`config.mk`:
```
export PLATFORM = sky130hd
export DESIGN_NAME = pwd_writer
export DESIGN_NICKNAME = d
export VERILOG_FILES = /design/src/rtl/pwd_writer.sv
export SDC_FILE = /design/constraint.sdc
export NUM_CORES = 1
export LEC_CHECK = 0
export BUFFER_PORTS_ARGS = -buffer_cell sky130_fd_sc_hd__clkbuf_2
export CORE_AREA = 10 10 77 79
export DETAILED_ROUTE_END_ITERATION = 16
export DIE_AREA = 0 0 87 89
export GPL_TIMING_DRIVEN = 1
export PLACE_DENSITY = 0.61
export SYNTH_ARGS = -nofsm -noshare
export SYNTH_HDL_FRONTEND = slang
export SYNTH_SLANG_ARGS = --single-unit
export TNS_END_PERCENT = 10
```
`constraint.sdc`:
```
create_clock -name clk -period 3 [get_ports clk]
set_clock_uncertainty 0.15 [all_clocks]
set_input_delay 0.3 -clock clk [delete_from_list [all_inputs] [get_ports clk]]
set_output_delay 0.3 -clock clk [all_outputs]
set_load 0.02 [all_outputs]
```
`src/rtl/pwd_writer.sv`:
```
// Password enrollment controller: scans the stored table for a duplicate of the
// candidate and appends it at the next free address when it is new.
module pwd_writer #(
    parameter int DATA_W = 8,
    parameter int ADDR_W = 4,
    parameter int DEPTH  = 16
) (
    input  logic              clk,
    input  logic              reset,
    input  logic              enter,
    input  logic              clr,
    input  logic [DATA_W-1:0] senha,
    input  logic [DATA_W-1:0] out_mem,
    output logic [ADDR_W-1:0] addr,
    output logic [DATA_W-1:0] data_mem,
    output logic              we,
    output logic              busy,
    output logic              done,
    output logic              dup,
    output logic              full,
    output logic [ADDR_W:0]   count
);

    typedef enum logic [2:0] {
        S_IDLE  = 3'd0,
        S_RD    = 3'd1,
        S_CMP   = 3'd2,
        S_WRITE = 3'd3,
        S_OK    = 3'd4,
        S_DUP   = 3'd5
    } state_t;

    localparam logic [ADDR_W:0]   DEPTH_C = (ADDR_W+1)'(DEPTH);
    localparam logic [ADDR_W:0]   CNT_ONE = (ADDR_W+1)'(1);
    localparam logic [ADDR_W-1:0] IDX_ONE = ADDR_W'(1);

    state_t             state_q, state_d;
    logic [ADDR_W:0]    count_q, count_d;
    logic [ADDR_W-1:0]  idx_q, idx_d;
    logic [DATA_W-1:0]  cand_q, cand_d;
    logic [ADDR_W-1:0]  addr_q, addr_d;
    logic               we_q, we_d;
    logic               busy_q, busy_d;
    logic               done_q, done_d;
    logic               dup_q, dup_d;
    logic               full_q, full_d;

    // Next-state logic; outputs are decoded from the next state so they are registered.
    always_comb begin
        state_d = state_q;
        count_d = count_q;
        idx_d   = idx_q;
        cand_d  = cand_q;
        addr_d  = addr_q;
        case (state_q)
            S_IDLE: begin
                if (clr) begin
                    count_d = {(ADDR_W+1){1'b0}};
                end else if (enter && !full_q) begin
                    cand_d = senha;
                    idx_d  = {ADDR_W{1'b0}};
                    if (count_q != {(ADDR_W+1){1'b0}}) begin
                        state_d = S_RD;
                        addr_d  = {ADDR_W{1'b0}};
                    end else begin
                        state_d = S_WRITE;
                        addr_d  = count_q[ADDR_W-1:0];
                    end
                end else begin
                    state_d = S_IDLE;
                end
            end
            S_RD: begin
                state_d = S_CMP;
            end
            S_CMP: begin
                // idx stops at count-1, so it can never wrap past the table end
                if (out_mem == cand_q) begin
                    state_d = S_DUP;
                end else if ({1'b0, idx_q} == (count_q - CNT_ONE)) begin
                    state_d = S_WRITE;
                    addr_d  = count_q[ADDR_W-1:0];
                end else begin
                    idx_d   = idx_q + IDX_ONE;
                    addr_d  = idx_q + IDX_ONE;
                    state_d = S_RD;
                end
            end
            S_WRITE: begin
                count_d = count_q + CNT_ONE;
                state_d = S_OK;
            end
            S_OK: begin
                state_d = S_IDLE;
            end
            S_DUP: begin
                state_d = S_IDLE;
            end
            default: begin
                state_d = S_IDLE;
            end
        endcase
        we_d   = (state_d == S_WRITE);
        done_d = (state_d == S_OK);
        dup_d  = (state_d == S_DUP);
        busy_d = (state_d != S_IDLE);
        full_d = (count_d == DEPTH_C);
    end

    // State and output registers with synchronous reset.
    always_ff @(posedge clk) begin
        if (reset) begin
            state_q <= S_IDLE;
            count_q <= {(ADDR_W+1){1'b0}};
            idx_q   <= {ADDR_W{1'b0}};
            cand_q  <= {DATA_W{1'b0}};
            addr_q  <= {ADDR_W{1'b0}};
            we_q    <= 1'b0;
            busy_q  <= 1'b0;
            done_q  <= 1'b0;
            dup_q   <= 1'b0;
            full_q  <= 1'b0;
        end else begin
            state_q <= state_d;
            count_q <= count_d;
            idx_q   <= idx_d;
            cand_q  <= cand_d;
            addr_q  <= addr_d;
            we_q    <= we_d;
            busy_q  <= busy_d;
            done_q  <= done_d;
            dup_q   <= dup_d;
            full_q  <= full_d;
        end
    end

    assign addr     = addr_q;
    assign data_mem = cand_q;
    assign we       = we_q;
    assign busy     = busy_q;
    assign done     = done_q;
    assign dup      = dup_q;
    assign full     = full_q;
    assign count    = count_q;

endmodule

```
# [Word level (Yosys, flattened, before mapping)]
# Index checks and enable logic that the tools add are counted.
[totals] regBits=29 input_bits=20 output_inout_bits=22 word_cells=55
[classes] addsub=3 n_eq_ne=13 mux=19 bitwise=1 n_reduce_logical=9
[ops] cell="$mux 4" count=9
[ops] cell="$pmux 4 s2" count=2
[ops] cell="$pmux 3 s4" count=1
[ops] cell="$pmux 5 s2" count=1
[ops] cell="$eq 3x2->1 const B" count=3
[ops] cell="$mux 3" count=3
[ops] cell="$eq 8x8->1" count=1
[ops] cell="$ne 2x2->1 const B" count=4
[ops] cell="$eq 3x3->1 const B" count=2
[ops] cell="$add 5x1->5 const B" count=1
[ops] cell="$eq 4x5->1" count=1
[ops] cell="$eq 5x5->1 const B" count=1
[ops] cell="$mux 5" count=1
[ops] cell="$reduce_and 5->1" count=1
[ops] cell="$reduce_bool 5->1" count=1
[ops] cell="$sub 5x1->5 const B" count=1
[ops] cell="$add 4x1->4 const B" count=1
[ops] cell="$mux 2" count=2
[ops] cell="$reduce_and 4->1" count=1
[ops] cell="$eq 3x1->1 const B" count=1
[ops] cell="$logic_not 3->1" count=1
[ops] cell="$reduce_and 3->1" count=1
[ops] cell="$reduce_bool 3->1" count=1
[ops] cell="$reduce_bool 2->1" count=1
[ops] cell="other kinds (3)" count=3

# [Depth between registers and ports, before layout]
[depth] word_depth=6 ltp_mapped=9 ltp_nobuf=7

# [Worst setup path before layout]
# Ideal clock, no wire load.
[synth_timing] path_type="register to register" from="register count_q[0] (netlist: count[0])" to="register idx_q[3]" setup_time_ns=0.074 arrival_ns=2.223 t_required_ns=2.776 slack_ns=0.552 path_stages_with_launch=10 path_buffers=2 synth_period_minus_slack_ns=2.448 path_cell_list="dfxtp_1 > clkbuf_1 > inv_1 > ha_1 > or3b_1 > o22ai_1 > o211a_1 > buf_6 > or4_1 > a31oi_1"
[synth_between] elab_chain_len=4
[synth_rtl] element="from (decl)" line="38" source="logic [ADDR_W:0] count_q, count_d;"
[synth_rtl] element="from (signal assigned)" line="114" source="count_q <= {(ADDR_W+1){1'b0}};"
[synth_rtl] element="from (signal assigned)" line="125" source="count_q <= count_d;"
[synth_rtl] element="$sub 5x1->5" line="80" source="end else if ({1'b0, idx_q} == (count_q - CNT_ONE)) begin"
[synth_rtl] element="$eq 4x5->1" line="80"
[synth_rtl] element="$ne 2x2->1 (no source line)"
[synth_rtl] element="$reduce_and 5->1 (no source line)"
[synth_rtl] element="to (signal assigned)" line="115" source="idx_q <= {ADDR_W{1'b0}};"
[synth_rtl] element="to (signal assigned)" line="126" source="idx_q <= idx_d;"
[synth_rtl] element="to (decl)" line="39" source="logic [ADDR_W-1:0] idx_q, idx_d;"
# No other way between the ends.
# A chain may end at the register's enable or synchronous reset.

# [Worst setup path in the final report]
# Same ends and word-level chain as after synthesis.

==> results.yml <==
clock_network:
  htree_levels: 2
  insertion_delay_ns: 0.28
  cts_buffers: 5
  cts_resized: 0
  root_buffer: "clkbuf_8"
  cts_buffer_depth: 2
  cts_tree: "yes"
  cts.sinks: 29
  clk_pin_slew_ns: 0.07
  holdBufCountCts: 0
  cts_setup_buffers: 0
floorplanning:
  start_util: 0.339
  fp.dieH_um: 89
  num_io_pins: 42
  rows: 25
  core-area_um2: 4540
  die-area_um2: 7740
  die_x_um: 87
logic_synthesis:
  synth-main-ff-cell: "dfxtp_1"
  netlist_top_cells_area: "dfxtp_1, xnor2_1, a21oi_1"
  synth_top_area_share: 0.378
  synth_edf_count: 0
  async_reset_ff_frac: 0
  syn_area_per_cell_um2: 8.31
  yosysSeqAreaShare: 0.378
  yosysWarnings: 0
  ys_seq_elements: 29
  yosys.cell_types.count: 46
  synth_nets: 208
  synth_largest_area_cell: "dfxtp_1"
  synthCells: 185
  syn-cell-area_um2: 1540
worst_setup_path:
  slowest_delay_ns: 0.53
  r2r_start: "count[0]$_SDFF_PP0_"
  r2r-end: "idx_q[3]$_SDFFE_PP0P_"
  critPathKind: "reg -> reg"
  ff2ff_path_depth: 7
  cp_slowest_cell: "dfxtp_1"
  setup.worst_path.end: "idx_q[3]$_SDFFE_PP0P_"
  arrival_ns: 2.40
  crit_path_start: "count[0]$_SDFF_PP0_"
  crit_path_end_kind: "flop"
  rrSetupSlack_ns: 0.66
  crit_chain: "inv_1 -> ha_1 -> or3b_1 -> o22ai_1 -> o211a_1 -> or4_1 -> a31oi_1"
  critPathRequiredTime_ns: 3.06
  critPathMaxFanout: 10
  worst_setup_path_start_kind: "flop"
global_route:
  first_global_vias: 1386
  antenna_found_initial: 0
  grt_pass1_wl_mm: 6.29
  grt_max_degree: 30
  grt_remaining_overflow: 0
  grtUsageTotal: 0.0992
detailed_routing:
  final_antenna_net_count: 0
  wl_mm: 3.80
  post-route-drc-count: 0
  drt_first_pass_iters: 4
  drt_iter0_drc: 58
  drt-vias-per-instance: 5.11
  wl_per_cell_um: 13.7
  num_vias: 1416
layout:
  num_antenna_cells: 0
  drive_gt1_frac: 0.256
  fin_nets: 245
  syn_to_final_growth_pct: 22.1
  final_area_um2: 1880
sta:
  finalCriticalPeriod_ns: 2.34
  period_share: 0.781
  slew_headroom: 0.595
  drv_slew: 0
  finalSetupViolCount: 0
  worst_pin_slew_ns: 0.608
  fin_tns_setup_ns: 0
  grt_setup_unrepaired: "false"
  hold_viol_final: 0
  timing.fmax_ghz: 0.427
job:
  drv_cap: 0
placement:
  dpl_cell_area_um2: 1760
  place_congestion: 0.794
  port_buffers: 41
  dp_hpwl_mm: 2.85
pwr:
  peakVddDrop_uv: 248
  powerDensity_nw_per_um2: 503
  seqPwrFrac: 0.442
  comb_power_share: 0.128
  switching_power_uw: 245
  p_sw_frac: 0.259
  internal_power_uw: 699
  power_frac_clock: 0.431
  leakagePower_uw: 0.000776
hold_path:
  min_path_type: "in -> reg"
  hold_path_startpoint: "senha[2]"
run_status:
  run_status: "finished clean"
[metal layers]
layer	GRT usage	routed length (um)	vias to the layer above	share of wire
li1	-	-	739	-
met1	0.116	1700	638	0.45
met5	0	0	-	0
met2	0.161	1790	31	0.47
met3	0.0356	241	8	0.063
met4	0.0398	66	0	0.017
[cells by family (layout without fill, tap and decap cells)]
| logic type | Yosys count | after routing | share of synthesized area |
|---|---|---|---|
| xor+xnor | 14 | 14 | 0.0798 |
| fa+ha+maj | 3 | 3 | 0.0244 |
| simple gates | 74 | 74 | 0.265 |
| flops | 29 | 29 | 0.378 |
| compound gates | 46 | 46 | 0.192 |
| mux | 1 | 1 | 0.00651 |
| buf+inv | 18 | 56 | 0.0537 |
[final cells by class]
| cell class | instances | area [um2] |
|---|---|---|
| Fill cell | 476 | 2660 |
| Multi-Input combinational cell | 138 | 873 |
| Clock inverter | 3 | 46.3 |
| Timing Repair Buffer | 43 | 220 |
| Inverter | 5 | 18.8 |
| Clock buffer | 5 | 68.8 |
| Sequential cell | 29 | 581 |
| Tap cell | 54 | 67.6 |
[flip-flops by register name (all words and copies together) (netlist names)]
signal	flops
done	1
addr	4
full	1
idx_q	4
state_q	3
count	5
busy	1
dup	1
we	1
data_mem	8
[worst min path at each step]
stage	to	slack, ns	depth (start not counted)
6_report	data_mem[2]$_SDFFE_PP0P_	0.08	3
2_1_floorplan	data_mem[0]$_SDFFE_PP0P_	0.29	2
4_1_cts	data_mem[0]$_SDFFE_PP0P_	0.07	3
3_5_place_dp	data_mem[1]$_SDFFE_PP0P_	0.33	2
5_1_grt	data_mem[0]$_SDFFE_PP0P_	0.07	3
3_3_place_gp	data_mem[7]$_SDFFE_PP0P_	0.32	2
[placed cells by master, fill, tap and decap left out, types with 6 or more instances in the layout]
cell and instances:
dfxtp_1 29, clkbuf_2 41, nand2_1 20, a21oi_1 18, nor2_1 12, nor3_1 6, xnor2_1 12, o211ai_1 6
[Yosys cell counts, drive strengths merged, types with 2 or more instances]
library cell and count:
a21o 2, a21oi 18, a31oi 3, buf 6, clkbuf 7, dfxtp 29, ha 3, inv 5
nand2 20, nand2b 2, nand3 5, nand3b 2, nand4 4, nand4b 2, nor2 12, nor2b 5
nor3 7, nor3b 2, nor4 2, nor4b 2, o211ai 6, o21a 2, o21ai 5, o41ai 3
or3b 3, or4 2, xnor2 12, xor2 2
[power groups by stage]
stage | logic, uW | clock network, uW | registers [uW]
floorplan | 73.6 | 0 | 432
global placement | 121 | 0 | 425
detailed placement | 122 | 0 | 425
CTS | 122 | 414 | 417
global route | 134 | 429 | 420
finish | 120 | 407 | 417
[per-stage QoR]
step	std cells	setup slack, ns	utilization	total power [uW]	hold slack, ns
detailed placement	269	0.628	0.388	547	0.329
global route	277	0.495	0.414	984	0.0671
floorplan	185	0.552	-	505	0.286
global placement	269	0.682	0.388	546	0.323
CTS	277	0.631	0.414	953	0.0720
finish	277	0.656	0.414	944	0.0757
[worst max-delay path, delay by kind of cell, from the launching register on]
family	cells	cell delay [ns]
adder cells (fa/ha/maj)	1	0.26
flip-flops	1	0.53
buffers and inverters	1	0.08
AND/OR/NAND/NOR	2	0.68
AO/OA/AOI/OAI	3	0.59
Note: power is estimated with default switching activity, not from simulation.
